<file path="src/rtl/seq_pattern_tx_if.sv">
// ============================================================================
// Module      : seq_pattern_tx_if
// Description : Control and serial-output bundle for seq_pattern_tx.
// Revision    : 1.0 - initial release
// ============================================================================
`default_nettype none

interface seq_pattern_tx_if #(
    parameter int WIDTH = 5,
    parameter int CNT_W = 4
);
    logic             load;
    logic [WIDTH-1:0] pat_in;
    logic             start;
    logic [CNT_W-1:0] reps;
    logic             abort;
    logic             out;
    logic             valid;
    logic             busy;
    logic             done;

    modport master (
        output load, pat_in, start, reps, abort,
        input  out, valid, busy, done
    );

    modport slave (
        input  load, pat_in, start, reps, abort,
        output out, valid, busy, done
    );
endinterface

`default_nettype wire

</file>
<file path="src/rtl/seq_pattern_tx.sv">
// ============================================================================
// Module      : seq_pattern_tx
// Description : Moore FSM sending a stored pattern MSB-first, N times, with
//               an optional idle gap between repetitions.
// Revision    : 1.0 - initial release
// ============================================================================
`default_nettype none

module seq_pattern_tx #(
    parameter int               WIDTH   = 5,
    parameter logic [WIDTH-1:0] PATTERN = 5'b10110,
    parameter int               CNT_W   = 4,
    parameter int               GAP     = 0
) (
    input  wire logic        clk,
    input  wire logic        rst,
    seq_pattern_tx_if.slave  bus
);
    localparam int BW = $clog2(WIDTH);
    localparam int GW = (GAP > 1) ? $clog2(GAP + 1) : 1;

    localparam logic [BW-1:0]    C_LAST_BIT = BW'(WIDTH - 1);
    localparam logic [GW-1:0]    C_GAP      = GW'(GAP);
    localparam logic [CNT_W-1:0] C_ONE_REP  = CNT_W'(1);

    typedef enum logic [1:0] {
        S_IDLE = 2'd0,
        S_SEND = 2'd1,
        S_GAP  = 2'd2,
        S_DONE = 2'd3
    } state_t;

    state_t           r_state;
    logic [WIDTH-1:0] r_pattern;
    logic [WIDTH-1:0] r_shreg;
    logic [BW-1:0]    r_bit;
    logic [CNT_W-1:0] r_rep;
    logic [GW-1:0]    r_gap;

    always_ff @(posedge clk) begin
        if (rst) begin
            r_state   <= S_IDLE;
            r_pattern <= PATTERN;
            r_shreg   <= '0;
            r_bit     <= '0;
            r_rep     <= '0;
            r_gap     <= '0;
        end else begin
            case (r_state)
                S_IDLE: begin
                    if (bus.load) begin
                        r_pattern <= bus.pat_in;
                    end
                    // A simultaneous load is transmitted immediately.
                    if (bus.start && (bus.reps != '0) && !bus.abort) begin
                        r_shreg <= bus.load ? bus.pat_in : r_pattern;
                        r_rep   <= bus.reps;
                        r_bit   <= '0;
                        r_state <= S_SEND;
                    end
                end
                S_SEND: begin
                    if (bus.abort) begin
                        r_state <= S_IDLE;
                    end else begin
                        r_shreg <= {r_shreg[WIDTH-2:0], 1'b0};
                        r_bit   <= r_bit + BW'(1);
                        if (r_bit == C_LAST_BIT) begin
                            r_rep <= r_rep - CNT_W'(1);
                            if (r_rep == C_ONE_REP) begin
                                r_state <= S_DONE;
                            end else if (GAP == 0) begin
                                r_shreg <= r_pattern;
                                r_bit   <= '0;
                            end else begin
                                r_gap   <= C_GAP;
                                r_state <= S_GAP;
                            end
                        end
                    end
                end
                S_GAP: begin
                    if (bus.abort) begin
                        r_state <= S_IDLE;
                    end else if (r_gap == GW'(1)) begin
                        r_shreg <= r_pattern;
                        r_bit   <= '0;
                        r_state <= S_SEND;
                    end else begin
                        r_gap <= r_gap - GW'(1);
                    end
                end
                S_DONE: begin
                    r_state <= S_IDLE;
                end
                default: begin
                    r_state <= S_IDLE;
                end
            endcase
        end
    end

    assign bus.out   = (r_state == S_SEND) & r_shreg[WIDTH-1];
    assign bus.valid = (r_state == S_SEND);
    assign bus.busy  = (r_state != S_IDLE);
    assign bus.done  = (r_state == S_DONE);

endmodule

`default_nettype wire

</file>
<file path="src/flat_wrapper.sv">
// flat-port wrapper written by rule: the top's interface ports become plain ports
module seq_pattern_tx_flat 
#(
    parameter int               WIDTH   = 5,
    parameter logic [WIDTH-1:0] PATTERN = 5'b10110,
    parameter int               CNT_W   = 4,
    parameter int               GAP     = 0
)
  (clk, rst, bus_load, bus_pat_in, bus_start, bus_reps, bus_abort, bus_out, bus_valid, bus_busy, bus_done);
  seq_pattern_tx_if #(.WIDTH(WIDTH), .CNT_W(CNT_W)) bus_i ();
  input  wire logic clk;
  input  wire logic rst;
  input wire logic [$bits(bus_i.load)-1:0] bus_load;
  input wire logic [$bits(bus_i.pat_in)-1:0] bus_pat_in;
  input wire logic [$bits(bus_i.start)-1:0] bus_start;
  input wire logic [$bits(bus_i.reps)-1:0] bus_reps;
  input wire logic [$bits(bus_i.abort)-1:0] bus_abort;
  output wire logic [$bits(bus_i.out)-1:0] bus_out;
  output wire logic [$bits(bus_i.valid)-1:0] bus_valid;
  output wire logic [$bits(bus_i.busy)-1:0] bus_busy;
  output wire logic [$bits(bus_i.done)-1:0] bus_done;
  assign bus_i.load = bus_load;
  assign bus_i.pat_in = bus_pat_in;
  assign bus_i.start = bus_start;
  assign bus_i.reps = bus_reps;
  assign bus_i.abort = bus_abort;
  assign bus_out = bus_i.out;
  assign bus_valid = bus_i.valid;
  assign bus_busy = bus_i.busy;
  assign bus_done = bus_i.done;
  seq_pattern_tx #(.WIDTH(WIDTH), .PATTERN(PATTERN), .CNT_W(CNT_W), .GAP(GAP)) u_core (.clk(clk), .rst(rst), .bus(bus_i));
endmodule
</file>
<file path="config.mk">
export PLATFORM = sky130hd
export DESIGN_NAME = seq_pattern_tx_flat
export DESIGN_NICKNAME = d
export VERILOG_FILES = /design/src/rtl/seq_pattern_tx_if.sv /design/src/rtl/seq_pattern_tx.sv /design/src/flat_wrapper.sv
export SDC_FILE = /design/constraint.sdc
export NUM_CORES = 1
export LEC_CHECK = 0
export CAP_MARGIN = 10
export CORE_ASPECT_RATIO = 1.1
export CORE_MARGIN = 3
export CORE_UTILIZATION = 30
export CTS_CLUSTER_DIAMETER = 60
export CTS_CLUSTER_SIZE = 10
export DETAILED_ROUTE_END_ITERATION = 12
export PLACE_DENSITY = 0.52
export SYNTH_ARGS = -nofsm -noshare
export SYNTH_HDL_FRONTEND = slang
export SYNTH_SLANG_ARGS = --single-unit
</file>
<file path="constraint.sdc">
create_clock -name clk -period 5.8 [get_ports clk]
set_clock_uncertainty 0.05 [all_clocks]
set_input_delay 1.16 -clock clk [delete_from_list [all_inputs] [get_ports clk]]
set_output_delay 1.16 -clock clk [all_outputs]
set_load 0.01 [all_outputs]
</file>
Yosys cells after proc, flatten, opt, wreduce, memory -nomap -nowiden:

Index checks and enable logic that the tools add are counted.

* register bits after elaboration: 20
* input bits: 14
* output and inout port bits: 4
* word-level logic and storage cells: 63

* $add $sub $neg: 3
* eq/ne operators: 13
* muxes and demuxes: 27
* bitwise logic cells: 2
* reduce and logical (&&, ||, !) cells: 12

Operators by type and width (number)
* $mux 5: 7
* $mux 3: 6
* $pmux 5 s3: 1
* $mux 2: 6
* $mux 4: 3
* $ne 3x2->1 const B: 3
* $pmux 3 s3: 1
* $pmux 2 s4: 1
* $pmux 4 s2: 1
* $reduce_and 4->1: 2
* $ne 2x1->1 const B: 3
* $reduce_and 5->1: 1
* $eq 2x2->1 const B: 2
* $eq 4x1->1 const B: 1
* $ne 2x2->1 const B: 2
* $reduce_bool 2->1: 2
* $reduce_bool 4->1: 1
* $sub 4x1->4 const B: 1
* $add 3x1->3 const B: 1
* $eq 3x3->1 const B: 1
* $reduce_bool 3->1: 1
* $eq 2x1->1 const B: 1
* $logic_and 1x1->1: 2
* $logic_not 2->1: 1
* other kinds (6): 6

Logic depth before layout (Yosys ltp):

* depth in word-level cells: 5
* depth in mapped cells: 9

Worst setup path before layout:

OpenSTA, ideal clock, no wires.

* kind: input to register
* start: input port bus_reps[2]
* end: register u_core.r_rep[0]
* arrival: 2.400 ns
* data required time: 5.631 ns
* path slack: 3.231 ns
* stages: 5
* cells stage by stage: or4_4 a31o_4 o211ai_2 nor2_1 o221a_2

* word-level cells in the longest chain between the ends: 5

RTL lines
* from (decl): RTL line flat_wrapper.sv:16 `input wire logic [$bits(bus_i.reps)-1:0] bus_reps;`
* $reduce_bool 4->1: RTL line seq_pattern_tx.sv:55 `if (bus.start && (bus.reps != '0) && !bus.abort) begin`
* $logic_and 1x1->1 (2 in a row): RTL line seq_pattern_tx.sv:55
* $ne 2x1->1 (no source line)
* $reduce_and 4->1 (no source line)
* to (signal assigned): RTL line seq_pattern_tx.sv:57 `r_rep <= bus.reps;`
* to (signal assigned): RTL line seq_pattern_tx.sv:69 `r_rep <= r_rep - CNT_W'(1);`
* to (decl): RTL line seq_pattern_tx.sv:37 `logic [CNT_W-1:0] r_rep;`

Every way passes these cells.
A chain may end at the register's enable or synchronous reset.

Final worst setup path:

* start: register u_core.r_state[1]
* end: output port bus_out

* word-level cells in the longest chain between the ends: 2

RTL lines
* from (decl): RTL line seq_pattern_tx.sv:33 `state_t r_state;`
* from (signal assigned): RTL line seq_pattern_tx.sv:42 `r_state <= S_IDLE;`
* from (signal assigned): RTL line seq_pattern_tx.sv:59 `r_state <= S_SEND;`
* from (signal assigned): RTL line seq_pattern_tx.sv:64 `r_state <= S_IDLE;`
* $eq 2x1->1: RTL line seq_pattern_tx.sv:103 `assign bus.out = (r_state == S_SEND) & r_shreg[WIDTH-1];`
* $and 1x1->1: RTL line seq_pattern_tx.sv:103
* to (decl): RTL line flat_wrapper.sv:18 `output wire logic [$bits(bus_i.out)-1:0] bus_out;`

Every way passes these cells.

==> impl_metrics.xml <==
<?xml version="1.0" encoding="UTF-8"?>
<metrics>
  <group name="detailed_routing">
    <metric name="dr.max_layer_used" unit="">met4</metric>
    <metric name="ant_nets" unit="">0</metric>
    <metric name="drt_pre_antenna_iters" unit="">4</metric>
    <metric name="wl_per_cell" unit="µm">13.2</metric>
    <metric name="via_per_inst" unit="">5.19</metric>
    <metric name="detailroute.wirelength.met2" unit="µm">1330</metric>
    <metric name="met1Wirelength" unit="µm">1220</metric>
    <metric name="drt_drc_violations_left" unit="">0</metric>
    <metric name="routed-wl-met3" unit="µm">139</metric>
    <metric name="route.vias.total" unit="">1074</metric>
    <metric name="drtIter0Drc" unit="">69</metric>
    <metric name="postRouteWirelength" unit="µm">2740</metric>
  </group>
  <group name="clock_tree">
    <metric name="cts_sinks" unit="">20</metric>
    <metric name="tritoncts.num_buffers" unit="">3</metric>
    <metric name="clock_tree_from_tritoncts" unit="">yes</metric>
    <metric name="htree_num_levels" unit="">1</metric>
    <metric name="worst_skew_pair.late_latency" unit="ps">260</metric>
    <metric name="post-cts-setup-buffer-count" unit="">0</metric>
    <metric name="clk_pin_slew_worst_paths" unit="ps">70</metric>
    <metric name="cts_root_buffer" unit="">sky130_fd_sc_hd__clkbuf_8</metric>
    <metric name="cts_hold_repair.buffers" unit="">0</metric>
    <metric name="buffer_levels_on_the_longest_clock_path" unit="">2</metric>
    <metric name="cts-resized-gates" unit="">0</metric>
  </group>
  <group name="sta">
    <metric name="rsz0062_at_grt" unit="">false</metric>
    <metric name="tightest_slew" unit="ps">690</metric>
    <metric name="final_hold_viol_count" unit="">0</metric>
    <metric name="finalCritPeriodShare" unit="%">53.5</metric>
    <metric name="maxClockFrequency" unit="MHz">322</metric>
    <metric name="finalCriticalPeriod" unit="ps">3100</metric>
    <metric name="report.final.setup_viol" unit="">0</metric>
    <metric name="setup_ws" unit="ps">2700</metric>
    <metric name="report.final.slew_viol_count" unit="">0</metric>
    <metric name="hold-worst-slack" unit="ps">410</metric>
    <metric name="finalSetupTns" unit="ps">0</metric>
    <metric name="timing.max_slew.rel_slack" unit="%">53.8</metric>
  </group>
  <group name="layout">
    <metric name="diodes" unit="">0</metric>
    <metric name="finish.net_count" unit="">182</metric>
    <metric name="register_area" unit="µm²">400</metric>
    <metric name="final_layout_size_suffix_gt1_share" unit="%">10.2</metric>
    <metric name="design_area" unit="µm²">1460</metric>
    <metric name="fillers" unit="">398</metric>
    <metric name="layout_common_cells" unit="">sky130_fd_sc_hd__nor2_1, sky130_fd_sc_hd__dfxtp_1, sky130_fd_sc_hd__clkdlybuf4s50_1, sky130_fd_sc_hd__inv_1, sky130_fd_sc_hd__nand2_1</metric>
    <metric name="area.growth.synth_to_final" unit="%">18.8</metric>
    <metric name="multi_input_gate_area_in_the_final_layout" unit="µm²">737</metric>
  </group>
  <group name="critical_path">
    <metric name="cp.arrival" unit="ps">1890</metric>
    <metric name="worst_setup_path_start_kind" unit="">register</metric>
    <metric name="timing.critical_path.cells" unit="">inv_1 &gt; ha_1 &gt; and2_1 &gt; clkdlybuf4s50_1</metric>
    <metric name="endpoint_kind" unit="">output port</metric>
    <metric name="critPathMaxStageDelay" unit="ps">530</metric>
    <metric name="worst_ep_required_time" unit="ps">4590</metric>
    <metric name="cp.buffers_inverters" unit="">2</metric>
    <metric name="critical_path_class" unit="">register to output port</metric>
    <metric name="cpMaxStageDelayCell" unit="">sky130_fd_sc_hd__clkdlybuf4s50_1</metric>
    <metric name="peak_fanout_along_the_critical_path" unit="">12</metric>
    <metric name="critical-path-top-delay-family" unit="">buffers and inverters</metric>
  </group>
  <group name="floorplanning">
    <metric name="num_rows" unit="">23</metric>
    <metric name="die-width" unit="µm">67.0</metric>
    <metric name="top_level_ports" unit="">18</metric>
    <metric name="dieArea" unit="µm²">4900</metric>
    <metric name="die-height" unit="µm">73.1</metric>
    <metric name="initial_utilization" unit="%">32.3</metric>
    <metric name="design.core.area" unit="µm²">3800</metric>
  </group>
  <group name="global_route">
    <metric name="antenna_found_initial" unit="">0</metric>
    <metric name="via_count_of_the_first_global_routing_pass" unit="">1049</metric>
    <metric name="overflow" unit="">0</metric>
    <metric name="wire_length_of_the_first_global_routing_pass" unit="µm">4620</metric>
    <metric name="grt_start_max_net_pins" unit="">18</metric>
    <metric name="track_usage" unit="%">12.2</metric>
  </group>
  <group name="yosys">
    <metric name="ys_dominant_reg_cell" unit="">sky130_fd_sc_hd__dfxtp_1</metric>
    <metric name="synth_top_area_share" unit="%">32.6</metric>
    <metric name="syn_inst" unit="">144</metric>
    <metric name="synth_edf_count" unit="">0</metric>
    <metric name="post-synth-top-area-cell" unit="">sky130_fd_sc_hd__dfxtp_1</metric>
    <metric name="synth_sequential_area_ratio" unit="%">32.6</metric>
    <metric name="postSynthAreaPerCell" unit="µm²">8.53</metric>
    <metric name="netlist-cell-type-count" unit="">42</metric>
    <metric name="syn_area" unit="µm²">1230</metric>
    <metric name="postSynthNetCount" unit="">167</metric>
    <metric name="synth_area_leaders" unit="">sky130_fd_sc_hd__dfxtp_1, sky130_fd_sc_hd__ha_1, sky130_fd_sc_hd__nor2_1, sky130_fd_sc_hd__a21oi_1, sky130_fd_sc_hd__inv_1</metric>
    <metric name="postSynthRegisterBits" unit="">20</metric>
    <metric name="synthArstFlopShare" unit="%">0</metric>
    <metric name="yosys_warnings" unit="">0</metric>
  </group>
  <group name="status">
    <metric name="status" unit="">finished, final reports clean</metric>
  </group>
  <group name="placed_design">
    <metric name="io_buffer_count" unit="">17</metric>
    <metric name="globalplace.congestion" unit="">0.744</metric>
    <metric name="detailedPlacementHpwl" unit="µm">2060</metric>
    <metric name="detailed_place.area" unit="µm²">1420</metric>
    <metric name="preCtsSetupSlack" unit="ps">2710</metric>
  </group>
  <group name="power_and_ir_drop">
    <metric name="peakVddDrop" unit="µV">105</metric>
    <metric name="cellPowerDensity" unit="nW/µm²">271</metric>
    <metric name="total_power" unit="mW">0.395</metric>
    <metric name="total_leakage_power" unit="nW">0.554</metric>
  </group>
  <group name="flow_run">
    <metric name="maxCapViolations" unit="">0</metric>
  </group>
  <group name="min_path">
    <metric name="holdCritPathClass" unit="">register to register</metric>
  </group>
</metrics>
[area by class of cell]
class                           instances  share of cell area, %
Clock buffer                            3                   2.83
Inverter                               13                   3.34
Multi-Input combinational cell        104                   50.5
Sequential cell                        20                   27.4
Tap cell                               50                   4.28
Timing Repair Buffer                   17                   11.7
[worst paths after layout]
path                       endpoint  slack [ps]         startpoint  cells after the start
setup / recovery            bus_out        2700  u_core.r_state[1]                      4
hold / removal    u_core.r_shreg[4]         410  u_core.r_shreg[4]                      2
setup reg to reg  u_core.r_shreg[3]        3540  u_core.r_state[1]                      7
hold reg to reg   u_core.r_shreg[4]         410  u_core.r_shreg[4]                      2
[sequential cells by signal (all words and copies together), names as in the netlist]
name / flops
u_core.r_rep: 4
u_core.r_pattern: 5
u_core.r_state: 2
u_core.r_gap: 1
u_core.r_shreg: 5
u_core.r_bit: 3
[report_power, final]
group	switching [mW]	total [mW]	internal (mW)
clock	0.0447	0.0910	0.0463
combinational	0.0764	0.137	0.0606
sequential	0.0120	0.167	0.155
total	0.133	0.395	0.262
[stage by stage]
| stage | cells | util, % |
|---|---|---|
| finish | 207 | 38.4 |
| global route | 207 | 38.4 |
| CTS | 207 | 38.4 |
| detailed placement | 204 | 37.4 |
| global placement | 204 | 37.4 |
| floorplan | 144 | - |
[worst reg2reg max path: cells and delay by family, from the launching register on]
kind                     cells  cell delay, ps
flip-flops                   1             340
AO/OA/AOI/OAI                4             930
adder cells (fa/ha/maj)      1             450
buffers and inverters        2             430
[cell families (layout without fill, tap and decap cells)]
kind of cell    after synthesis  in the layout  share of synthesized area (%)
fa+ha+maj                     9              9                           9.17
flops                        20             20                           32.6
buf+inv                      20             33                           7.43
mux                           5              5                           4.28
simple gates                 49             49                           19.9
compound gates               41             41                           26.7
[metal layers]
layer / GRT usage, % / vias to the layer above
li1: - / 544
met1: 14.5 / 497
met2: 21.1 / 26
met3: 2.00 / 7
met4: 5.86 / 0
met5: 0 / -
[synth_stat cells (2+ instances only)]
library cell,n
sky130_fd_sc_hd__nor3_1,2
sky130_fd_sc_hd__nor2_1,20
sky130_fd_sc_hd__nand3_1,5
sky130_fd_sc_hd__a221oi_1,5
sky130_fd_sc_hd__inv_1,12
sky130_fd_sc_hd__or2_2,2
sky130_fd_sc_hd__nor4_1,2
sky130_fd_sc_hd__a211oi_1,3
sky130_fd_sc_hd__dfxtp_1,20
sky130_fd_sc_hd__mux2i_1,3
sky130_fd_sc_hd__clkbuf_1,4
sky130_fd_sc_hd__mux2_2,2
sky130_fd_sc_hd__nor2b_1,2
sky130_fd_sc_hd__o21ai_0,7
sky130_fd_sc_hd__a31o_1,3
sky130_fd_sc_hd__ha_1,9
sky130_fd_sc_hd__a21oi_1,9
sky130_fd_sc_hd__nand2_1,10
Note: power is estimated with default switching activity, not from simulation.
